**config.mk**
```make
export PLATFORM = sky130hd
export DESIGN_NAME = seq_detector_param
export DESIGN_NICKNAME = d
export VERILOG_FILES = /design/src/rtl/seqdet_pkg.sv /design/src/rtl/sat_counter.sv /design/src/rtl/seq_detector_param.sv
export SDC_FILE = /design/constraint.sdc
export NUM_CORES = 1
export LEC_CHECK = 0
export CAP_MARGIN = 10
export CORE_MARGIN = 8
export CORE_UTILIZATION = 52
export CTS_BUF_LIST = sky130_fd_sc_hd__clkbuf_16
export CTS_CLUSTER_DIAMETER = 100
export CTS_CLUSTER_SIZE = 40
export DETAILED_ROUTE_END_ITERATION = 7
export GPL_TIMING_DRIVEN = 0
export HOLD_SLACK_MARGIN = 0.05
export PLACE_DENSITY = 0.78
export SLEW_MARGIN = 20
export SYNTH_ARGS = -nofsm -noshare
export SYNTH_HDL_FRONTEND = slang
export SYNTH_SLANG_ARGS = --single-unit
```
**constraint.sdc**
```tcl
create_clock -name clk -period 2.85 [get_ports clk]
set_input_delay 0.57 -clock clk [delete_from_list [all_inputs] [get_ports clk]]
set_output_delay 0.57 -clock clk [all_outputs]
set_load 0.01 [all_outputs]
```
**src/rtl/seqdet_pkg.sv**
```systemverilog
// Shared types and constants for the serial sequence detector.
// The config struct is sized for the widest supported pattern (32 bits).
package seqdet_pkg;

    localparam int DEF_PAT_W     = 8;
    localparam int DEF_CNT_W     = 8;
    localparam int CFG_PAT_MAX   = 32;
    localparam int CFG_LEN_MAX_W = 8;

    function automatic int len_w(input int pat_w);
        return $clog2(pat_w + 1);
    endfunction

    typedef struct packed {
        logic [CFG_PAT_MAX-1:0]   pat;
        logic [CFG_LEN_MAX_W-1:0] len;
        logic                     ovl;
    } seqdet_cfg;

endpackage

```
**src/rtl/sat_counter.sv**
```systemverilog
// Saturating up-counter with synchronous active-low reset.
// When clr and inc are both set, the counter is cleared first and then counts once.
module sat_counter #(
    parameter int W = 8
) (
    input  logic         clk,
    input  logic         rst,
    input  logic         inc,
    input  logic         clr,
    output logic [W-1:0] count
);

    logic [W-1:0] r_count;

    always_ff @(posedge clk) begin
        if (!rst) begin
            r_count <= '0;
        end else if (clr) begin
            r_count <= inc ? W'(1) : '0;
        end else if (inc && (r_count != '1)) begin
            r_count <= r_count + W'(1);
        end
    end

    assign count = r_count;

endmodule

```
**src/rtl/seq_detector_param.sv**
```systemverilog
// Serial MSB-first sequence detector with a programmable pattern, length and overlap mode.
// Emits a registered one-cycle pulse per match and keeps a saturating match count.
module seq_detector_param
    import seqdet_pkg::*;
#(
    parameter  int PAT_W = DEF_PAT_W,
    parameter  int CNT_W = DEF_CNT_W,
    localparam int LEN_W = len_w(PAT_W)
) (
    input  logic             clk,
    input  logic             rst,
    input  logic             in,
    input  logic             in_valid,
    input  logic             cfg_load,
    input  logic [PAT_W-1:0] pattern,
    input  logic [LEN_W-1:0] pat_len,
    input  logic             overlap,
    input  logic             count_clr,
    output logic             out,
    output logic [CNT_W-1:0] match_count
);

    seqdet_cfg              r_cfg;
    logic [PAT_W-1:0]       r_hist;
    logic [LEN_W-1:0]       r_fill;
    logic                   r_out;

    logic                   w_accept;
    logic                   w_enabled;
    logic                   w_hit;
    logic [PAT_W-1:0]       w_h_next;
    logic [LEN_W-1:0]       w_f_next;
    logic [CFG_PAT_MAX-1:0] w_mask;

    always_comb begin
        w_accept  = in_valid & ~cfg_load;
        w_h_next  = {r_hist[PAT_W-2:0], in};
        w_f_next  = (r_fill == LEN_W'(PAT_W)) ? r_fill : r_fill + LEN_W'(1);
        w_enabled = (r_cfg.len != '0) && (r_cfg.len <= CFG_LEN_MAX_W'(PAT_W));
        // Only the low cfg_len bits of history take part in the compare.
        for (int i = 0; i < CFG_PAT_MAX; i++) begin
            w_mask[i] = (CFG_LEN_MAX_W'(i) < r_cfg.len);
        end
        w_hit = w_accept && w_enabled
             && (CFG_LEN_MAX_W'(w_f_next) >= r_cfg.len)
             && (((CFG_PAT_MAX'(w_h_next) ^ r_cfg.pat) & w_mask) == '0);
    end

    always_ff @(posedge clk) begin
        if (!rst) begin
            r_cfg  <= '{pat: '0, len: '0, ovl: 1'b1};
            r_hist <= '0;
            r_fill <= '0;
            r_out  <= 1'b0;
        end else if (cfg_load) begin
            r_cfg.pat <= CFG_PAT_MAX'(pattern);
            r_cfg.len <= CFG_LEN_MAX_W'(pat_len);
            r_cfg.ovl <= overlap;
            r_hist    <= '0;
            r_fill    <= '0;
            r_out     <= 1'b0;
        end else if (in_valid) begin
            r_out  <= w_hit;
            r_hist <= w_h_next;
            // Non-overlap mode restarts the fill so the next match needs cfg_len fresh bits.
            r_fill <= (w_hit && !r_cfg.ovl) ? '0 : w_f_next;
        end else begin
            r_out <= 1'b0;
        end
    end

    sat_counter #(
        .W(CNT_W)
    ) u_match_cnt (
        .clk  (clk),
        .rst  (rst),
        .inc  (w_hit),
        .clr  (count_clr),
        .count(match_count)
    );

    assign out = r_out;

endmodule

```
# Yosys cells after proc, flatten, opt, wreduce, memory -nomap -nowiden
# Cells that the tools add are included.
[totals]
regBits = 33
in_bits = 19
[classes]
add_sub_neg = 2
magnitude_cmp = 34
n_eq_ne = 2
muxes = 5
bitwise_logic = 6
n_reduce_logical = 12
[op_table]
columns = ["op", "count"]
rows = [
  ["5-bit by 4-bit < comparator with 1-bit output, first input constant", 16],
  ["8-bit by 32-bit AND with 32-bit output", 1],
  ["32-bit logical NOT", 1],
  ["4-bit < comparator, first input constant", 8],
  ["3-bit by 4-bit < comparator with 1-bit output, first input constant", 4],
  ["8-bit two-way mux", 2],
  ["8-bit by 1-bit adder with 8-bit output, second input constant", 1],
  ["1-bit by 4-bit < comparator with 1-bit output, first input constant", 2],
  ["2-bit by 4-bit < comparator with 1-bit output, first input constant", 2],
  ["4-bit two-way mux", 2],
  ["8-bit inequality test, second input constant", 1],
  ["8-bit nonzero test", 1],
  ["8-bit bitwise XOR", 1],
  ["1-bit logical AND", 6],
  ["4-bit by 1-bit adder with 4-bit output, second input constant", 1],
  ["4-bit equality test, second input constant", 1],
  ["4-bit >= comparator", 1],
  ["4-bit less-or-equal comparator, second input constant", 1],
  ["1-bit NOT", 3],
  ["3-bit OR reduction", 1],
  ["2-bit nonzero test", 1],
  ["2-bit OR reduction", 1],
  ["1-bit AND", 1],
  ["1-bit logical NOT", 1],
  ["1-bit two-way mux", 1],
]

# Logic depth before layout (Yosys ltp)
# Gate-level depths: netlist of the first run.
[depth]
depth_word = 8
ltp_mapped = 12
ltp_nobuf = 11

# Cells and area by module
# Synthesis of the first run repeated with hierarchy kept, for this count alone.
[hier_totals]
hier_cells = 184
hier_area_um2 = 1711.6
[by_module_without_submodules]
columns = ["module", "instances", "cells_each", "area_per_inst_um2", "seq_area_each_um2"]
rows = [
  ["seq_detector_param", 1, 135, 1285.0, 500.5],
  ["sat_counter", 1, 49, 426.7, 160.2],
]

# Worst setup path before layout of the first run
# OpenSTA, ideal clock, no wires.
[synth_path]
path_kind = "reg2reg"
start = "register r_fill[0]"
end = "register u_match_cnt.r_count[3] (netlist: u_match_cnt.count[3])"
setup_time_ns = 0.070
t_arrival_ns = 2.173
t_required_ns = 2.780
slack_ns = 0.607
path_stages_with_launch = 12
cell_sequence = "dfxtp_1 inv_1 ha_1 nand3b_1 xnor2_1 ha_1 nand2b_1 a211oi_1 o21bai_1 nand4_2 or4_1 a21oi_1"
[synth_via]
elab_chain_len = 7
[synth_lines]
columns = ["element", "line_no", "source"]
rows = [
  ["start, declared", "seq_detector_param.sv:25", "logic [LEN_W-1:0] r_fill;"],
  ["start signal, assigned", "seq_detector_param.sv:66", "r_fill <= (w_hit && !r_cfg.ovl) ? '0 : w_f_next;"],
  ["4-bit by 1-bit adder with 4-bit output or 4-bit equality test (tied branches)", "seq_detector_param.sv:38", "w_f_next = (r_fill == LEN_W'(PAT_W)) ? r_fill : r_fill + LEN_W'(1);"],
  ["4-bit two-way mux (*)", "seq_detector_param.sv:38", ""],
  ["4-bit >= comparator (*)", "seq_detector_param.sv:45", "&& (CFG_LEN_MAX_W'(w_f_next) >= r_cfg.len)"],
  ["1-bit logical AND (*)", "seq_detector_param.sv:45", ""],
  ["1-bit logical AND (*)", "seq_detector_param.sv:46", "&& (((CFG_PAT_MAX'(w_h_next) ^ r_cfg.pat) & w_mask) == '0);"],
  ["1-bit logical AND (*)", "sat_counter.sv:20", "end else if (inc && (r_count != '1)) begin"],
  ["2-bit nonzero test (no source line) (*)", "-", ""],
  ["end signal, assigned", "sat_counter.sv:19", "r_count <= inc ? W'(1) : '0;"],
  ["end signal, assigned", "sat_counter.sv:21", "r_count <= r_count + W'(1);"],
  ["end, declared", "sat_counter.sv:13", "logic [W-1:0] r_count;"],
]
# Mark *: on every way between the ends. The rest lies on a longest branch, timed or not.
# A chain may end at the register's enable or synchronous reset.

# Final worst setup path of the first run
[layout_path]
start = "register r_fill[0]"
end = "register u_match_cnt.r_count[5] (netlist: u_match_cnt.count[5])"
# Same word-level chain as after synthesis.

==> results.yml, run 1 <==
outcome:
  status: "finished, final reports clean"
cells_and_area:
  area_delta_synth_final_pct: 26.13
  final_cells: 258
  diodes: 0
  drive_gt1_share_pct: 6.075
  fillers: 236
  final_common_cell: "dfxtp_1"
  fin_area_sq_mm: 0.002138
  layout.nets: 239
  multi_input_area_sq_um: 972.2
  register_area_sq_um: 660.6
  mostFrequentLayoutCells: "dfxtp_1 (33), clkdlybuf4s50_1 (25), mux2i_1 (20)"
sta:
  rsz0062_at_grt: "false"
  layout_setup_ws_ns: 0.2844
  fin_crit_sh_pct: 90.02
  whs_ns: 0.5127
  finalHoldViolCount: 0
  finClkSkew_ns: 0.004548
  maxSlewViolCount: 0
  setup_viol: 0
  relSlewSlack_pct: 52.46
  finalCriticalPeriod_ns: 2.566
  setup_tns_ns: 0
  worstMarginPinSlew_ns: 0.7132
  clock.fmax_mhz: 389.8
pwr:
  p_leak_nw: 0.7720
  vdd_drop_max_mv: 0.4662
  p_per_area_mw_per_mm2: 511.6
setup_path:
  r2r_slack_ns: 0.28
  critPathRequiredTime_ns: 3.05
  start_kind: "flop"
  r2r_start: "r_fill[0]"
  critPathMaxFanout: 6
  reg2regPathDepth: 11
  end_kind: "flop"
  worst-setup-path-type: "reg2reg"
  cp.arrival_ns: 2.77
  reg2reg_to: "u_match_cnt.count[5]"
grt:
  track_usage_pct: 14.96
  grt_pass1_vias: 1397
  antenna_found_initial: 0
  grt-ovfl-total: 0
  grt_pass1_wl_mm: 6.196
  grt_max_degree: 11
clock_tree:
  cts_hold_buffers: 0
  clock_sinks: 33
  htree_levels: 2
  post_cts_buffers: 0
  cts_tree: "yes"
  path_clk_slew_ns: 0.05
  cts_resized: 0
  cts.path.max_buffers: 2
  clkLatencyLatePin_ns: 0.28
  cts_buffers: 5
  clockRootBuffer: "clkbuf_16"
die:
  rows: 20
  ios: 28
  initial_utilization_pct: 55.08
  dieWidth_um: 73.10
  die_h_um: 73.10
  coreArea_sq_mm: 0.003078
  dieArea_sq_mm: 0.005344
routing:
  drc: 0
  drt-vias-per-instance: 5.446
  routed_wl_mm: 3.730
  drt_iter0_drc: 85
  drtPass1Iterations: 4
  route.vias.total: 1405
  ant_nets: 0
  drt-wirelength-per-cell_um: 14.46
synth:
  ys_ff_latch: 33
  synthTopCellsByArea: "dfxtp_1 (39%), mux2i_1 (12%), ha_1 (5.2%), nor2b_1 (5.2%), xnor2_1 (5.2%)"
  synth.avg_cell_area_sq_um: 9.367
  synth_cell_type_count: 36
  yosysTopAreaCellShare_pct: 38.97
  syn-num-nets: 207
  yosys.area.top_type: "dfxtp_1"
  syn_area_sq_mm: 0.001695
  yosysSeqAreaShare_pct: 38.97
  synthArstFlopShare_pct: 0
  yosys_warnings: 0
  synth_edf_count: 0
  synth-main-ff-cell: "dfxtp_1"
  syn_inst: 181
place:
  gp_congestion: 0.8109
  dp_hpwl_mm: 2.785
  place_inst: 250
  preCtsSetupSlack_ns: 0.1951
  numPortBuffers: 25
  placed_cell_area_sq_mm: 0.002001
hold_path:
  hold_depth: 2
  whs_endpoint: "r_hist[6]"
  hp-start: "r_hist[6]"
  min_path_type: "reg2reg"
run:
  maxCapViolations: 0
[per-layer routing]
metal	GRT usage [%]	share of wire, %	up-vias
met2	25.32	51	28
met1	16.11	42	666
met4	6.667	1.4	0
met3	5.632	4.8	5
met5	0	0	-
li1	-	-	706
[flip-flops by register name, indices dropped and copies added (netlist names)]
register           count
r_hist                 7
u_match_cnt.count      8
out                    1
r_cfg                 13
r_fill                 4
[how the worst max path moves through the flow]
stage	start	cells past startpoint	endpoint
after CTS	r_fill[0]	11	u_match_cnt.count[5]
after floorplan	r_fill[0]	11	u_match_cnt.count[3]
after detailed placement	in	7	u_match_cnt.count[5]
final	r_fill[0]	11	u_match_cnt.count[5]
after global placement	in	8	u_match_cnt.count[6]
after global routing	r_fill[0]	11	u_match_cnt.count[5]
[cell usage after synthesis, types with 3 or more instances]
library cell	count
nand2_1	7
dfxtp_1	33
clkbuf_1	3
mux2i_1	20
ha_1	7
o21ai_0	7
a21oi_1	11
nor2_1	12
or3_1	3
nor2b_1	14
o31ai_1	5
o32ai_1	3
inv_1	7
nand3b_1	4
nand3_1	7
xnor2_1	10
nand2b_1	5
[critical path, cell delays in order (launching register included)]
cell and delay [ns]:
dfxtp_1 0.34, inv_1 0.13, ha_1 0.17, nand3b_1 0.17, xnor2_1 0.19, ha_1 0.27, nand2b_1 0.09, a211oi_1 0.07
o21bai_1 0.19, nand4_2 0.17, or4_1 0.54, a21oi_1 0.15
[power by group]
part / internal, W / total [W] / switching, W
clock network: 0.000315 / 0.000497 / 0.000183
registers: 0.000475 / 0.000489 / 0.0000136
logic: 0.0000582 / 0.000108 / 0.0000495
total: 0.000848 / 0.00109 / 0.000246
[through the flow]
stage	total power (W)	utilization [%]
finish	0.001094	69.47
global route	0.001138	69.47
CTS	0.001108	69.47
detailed placement	0.0006058	65.00
global placement	0.0006010	65.00
floorplan	0.0005632	-
[logic make-up after synthesis]
| group | after synthesis | share of synthesized area (%) |
|---|---|---|
| xor+xnor | 11 | 5.683 |
| simple gates | 63 | 21.11 |
| flops | 33 | 38.97 |
| compound gates | 33 | 13.58 |
| fa+ha+maj | 7 | 5.166 |
| buf+inv | 14 | 3.690 |
| mux | 20 | 11.81 |
[final cells by class]
type / instances / area share, %
tap: 44 / 2.575
sequential: 33 / 30.90
clock buffer: 5 / 5.851
multi-input combinational: 134 / 45.47
timing repair buffer: 25 / 11.70
inverter: 7 / 1.229
buffer: 7 / 1.697
clock inverter: 3 / 0.5851
(Power assumes the default switching activity.)
==> run 2: changes to the inputs <==
Settings changed: TNS_END_PERCENT from default to 10.
==> results of run 2 <==
Final layout, timing and power as in run 1 (identical DEF).
==> run 3: changes to the inputs <==
Settings changed: CTS_CLUSTER_DIAMETER 100 to default, PLACE_DENSITY 0.78 to 0.88.
Clock period 2.85 ns to 2.5 ns, I/O delays scaled along.
==> run 3 against run 2 <==
  * Power increased by 15%
  * Die area unchanged
  * Sequential share of layout area decreased by 0.88 points
  * Critical path depth increased by 1
  * Combinational power increased by 19%
  * Global-route usage increased by 0.076 points
  * Sequential cell count unchanged
  * Critical path type unchanged
  * Via count increased by 2.3%
  * Worst setup slack got worse by 0.19 ns
  * Utilization increased by 2.4 points
  * Wire length increased by 4.3%
==> results.yml, run 3 (synthesis gave the netlist of run 1 again) <==
cells_and_area:
  mostFrequentLayoutCells: "dfxtp_1 (32), clkdlybuf4s50_1 (25), mux2i_1 (20)"
  top_register: "r_cfg"
  final_common_cell: "dfxtp_1"
  layout.nets: 242
  largest_register_ffs: 13
  diodes: 0
  fin_area_sq_mm: 0.002213
  drive_gt1_share_pct: 11.57
  area_delta_synth_final_pct: 30.55
clock_tree:
  path_clk_slew_ns: 0.05
  cts.path.max_buffers: 2
  htree_levels: 2
  clock_sinks: 33
  cts_tree: "yes"
  cts_buffers: 5
  clkLatencyLatePin_ns: 0.28
  clockRootBuffer: "clkbuf_16"
pwr:
  p_per_area_mw_per_mm2: 566.3
  switching_share_pct: 22.86
  p_leak_nw: 0.8046
  p_comb_share_pct: 10.3
  p_int_w: 0.0009670
  vdd_drop_max_mv: 0.5766
  power_w: 0.001254
  power_switching_w: 0.0002866
  seqPwrFrac_pct: 44.5
  clkPwrFrac_pct: 45.2
setup_path:
  cp.arrival_ns: 2.62
  end_kind: "flop"
  worst-setup-path-type: "reg2reg"
  start_kind: "flop"
  critPathRequiredTime_ns: 2.71
  setup.worst_path.start: "r_fill[0]"
  r2r_start: "r_fill[0]"
  critPathMaxFanout: 5
place:
  placed_cell_area_sq_mm: 0.002001
  numPortBuffers: 25
  gp_congestion: 0.9013
  dp_hpwl_mm: 2.694
sta:
  maxSlewViolCount: 0
  clock.fmax_mhz: 415.2
  rsz0062_at_grt: "true"
  worstMarginPinSlew_ns: 0.7399
  finClkSkew_ns: 0.001976
  finalHoldViolCount: 0
  finalCriticalPeriod_ns: 2.409
  relSlewSlack_pct: 50.68
  fin_crit_sh_pct: 96.34
  setup_viol: 0
hold_path:
  min_path_type: "reg2reg"
  hp-start: "r_fill[3]"
die:
  coreArea_sq_mm: 0.003078
  ios: 28
  die_h_um: 73.10
  dieWidth_um: 73.10
  rows: 20
  dieArea_sq_mm: 0.005344
  initial_utilization_pct: 55.08
grt:
  grt_pass1_wl_mm: 6.168
  track_usage_pct: 15.04
  antenna_found_initial: 0
  grt-ovfl-total: 0
  grt_max_degree: 11
  grt_pass1_vias: 1372
routing:
  drc: 0
  drt_iter0_drc: 105
  route.vias.total: 1437
  ant_nets: 0
  drtPass1Iterations: 4
  drt-wirelength-per-cell_um: 14.96
  routed_wl_mm: 3.889
  drt-vias-per-instance: 5.527
run:
  maxCapViolations: 0
outcome:
  status: "finished, final reports clean"
==> run 3: changes by cell type in the layout (fill, tap and decap cells not counted), sizes merged <==
cell,change
buf,+3
clkinv,-2
inv,+1
==> run 3: final cells by class <==
cell class / count / area, sq um
plain buffers: 7 / 42.54
clock buffers: 5 / 125.1
clock inverters: 2 / 7.507
fillers: 242 / 864.6
inverters: 7 / 28.78
multi-input cells: 134 / 1013
flip-flops and latches: 33 / 664.4
well taps: 44 / 55.05
repair buffers: 28 / 276.5
==> run 3: stage by stage <==
step | instances | hold WS (ns) | setup slack (ns) | TNS [ns] | utilization [%]
after global routing | 260 | 0.5311 | -0.05293 | -0.2512 | 71.91
after floorplan | 181 | 0.4660 | 0.2569 | 0 | -
after global placement | 250 | 0.4870 | -0.08223 | -0.3442 | 65.00
final | 260 | 0.5075 | 0.09142 | 0 | 71.91
after detailed placement | 250 | 0.4967 | -0.08937 | -0.3937 | 65.00
after CTS | 259 | 0.5070 | 0.01936 | 0 | 69.80
==> run 3: what timing repair did <==
action / CTS / global route
gates resized for setup: 0 / 16
hold endpoints to repair: 0 / 0
setup endpoints to repair: 1 / 12
hold buffers: 0 / 0
setup buffers: 2 / 1
pin swaps: 0 / 6
==> run 3: path summary, 6_finish.rpt <==
path	end	slack, ns	depth (start not counted)
setup / recovery	u_match_cnt.count[7]	0.09	12
hold reg to reg	r_fill[3]	0.51	2
hold / removal	r_fill[3]	0.51	2
setup reg to reg	u_match_cnt.count[7]	0.09	12
==> run 3: layer usage <==
metal,global-route usage (%),share of wire (%),up-vias
li1,-,-,707
met1,15.45,42,678
met2,25.82,49,41
met3,6.731,5.3,11
met4,6.222,2.8,0
met5,0,0,-
==> run 3: power by group through the flow <==
| stage | Sequential (W) | Clock (W) | Combinational (W) |
|---|---|---|---|
| floorplan | 0.000564 | 0 | 0.0000782 |
| finish | 0.000558 | 0.000567 | 0.000129 |
| global placement | 0.000567 | 0 | 0.000119 |
| global route | 0.000559 | 0.000606 | 0.000139 |
| CTS | 0.000557 | 0.000574 | 0.000125 |
| detailed placement | 0.000568 | 0 | 0.000123 |
==> run 3: critical path, stage by stage (launching register included) <==
cell and delay [ns]:
dfxtp_4 0.36, inv_4 0.06, ha_1 0.14, nand3b_1 0.16, xnor2_2 0.19, ha_1 0.27, nand2b_1 0.09, a211oi_1 0.07
o21bai_1 0.17, nand4_2 0.19, buf_6 0.18, or3_4 0.36, a21oi_2 0.11
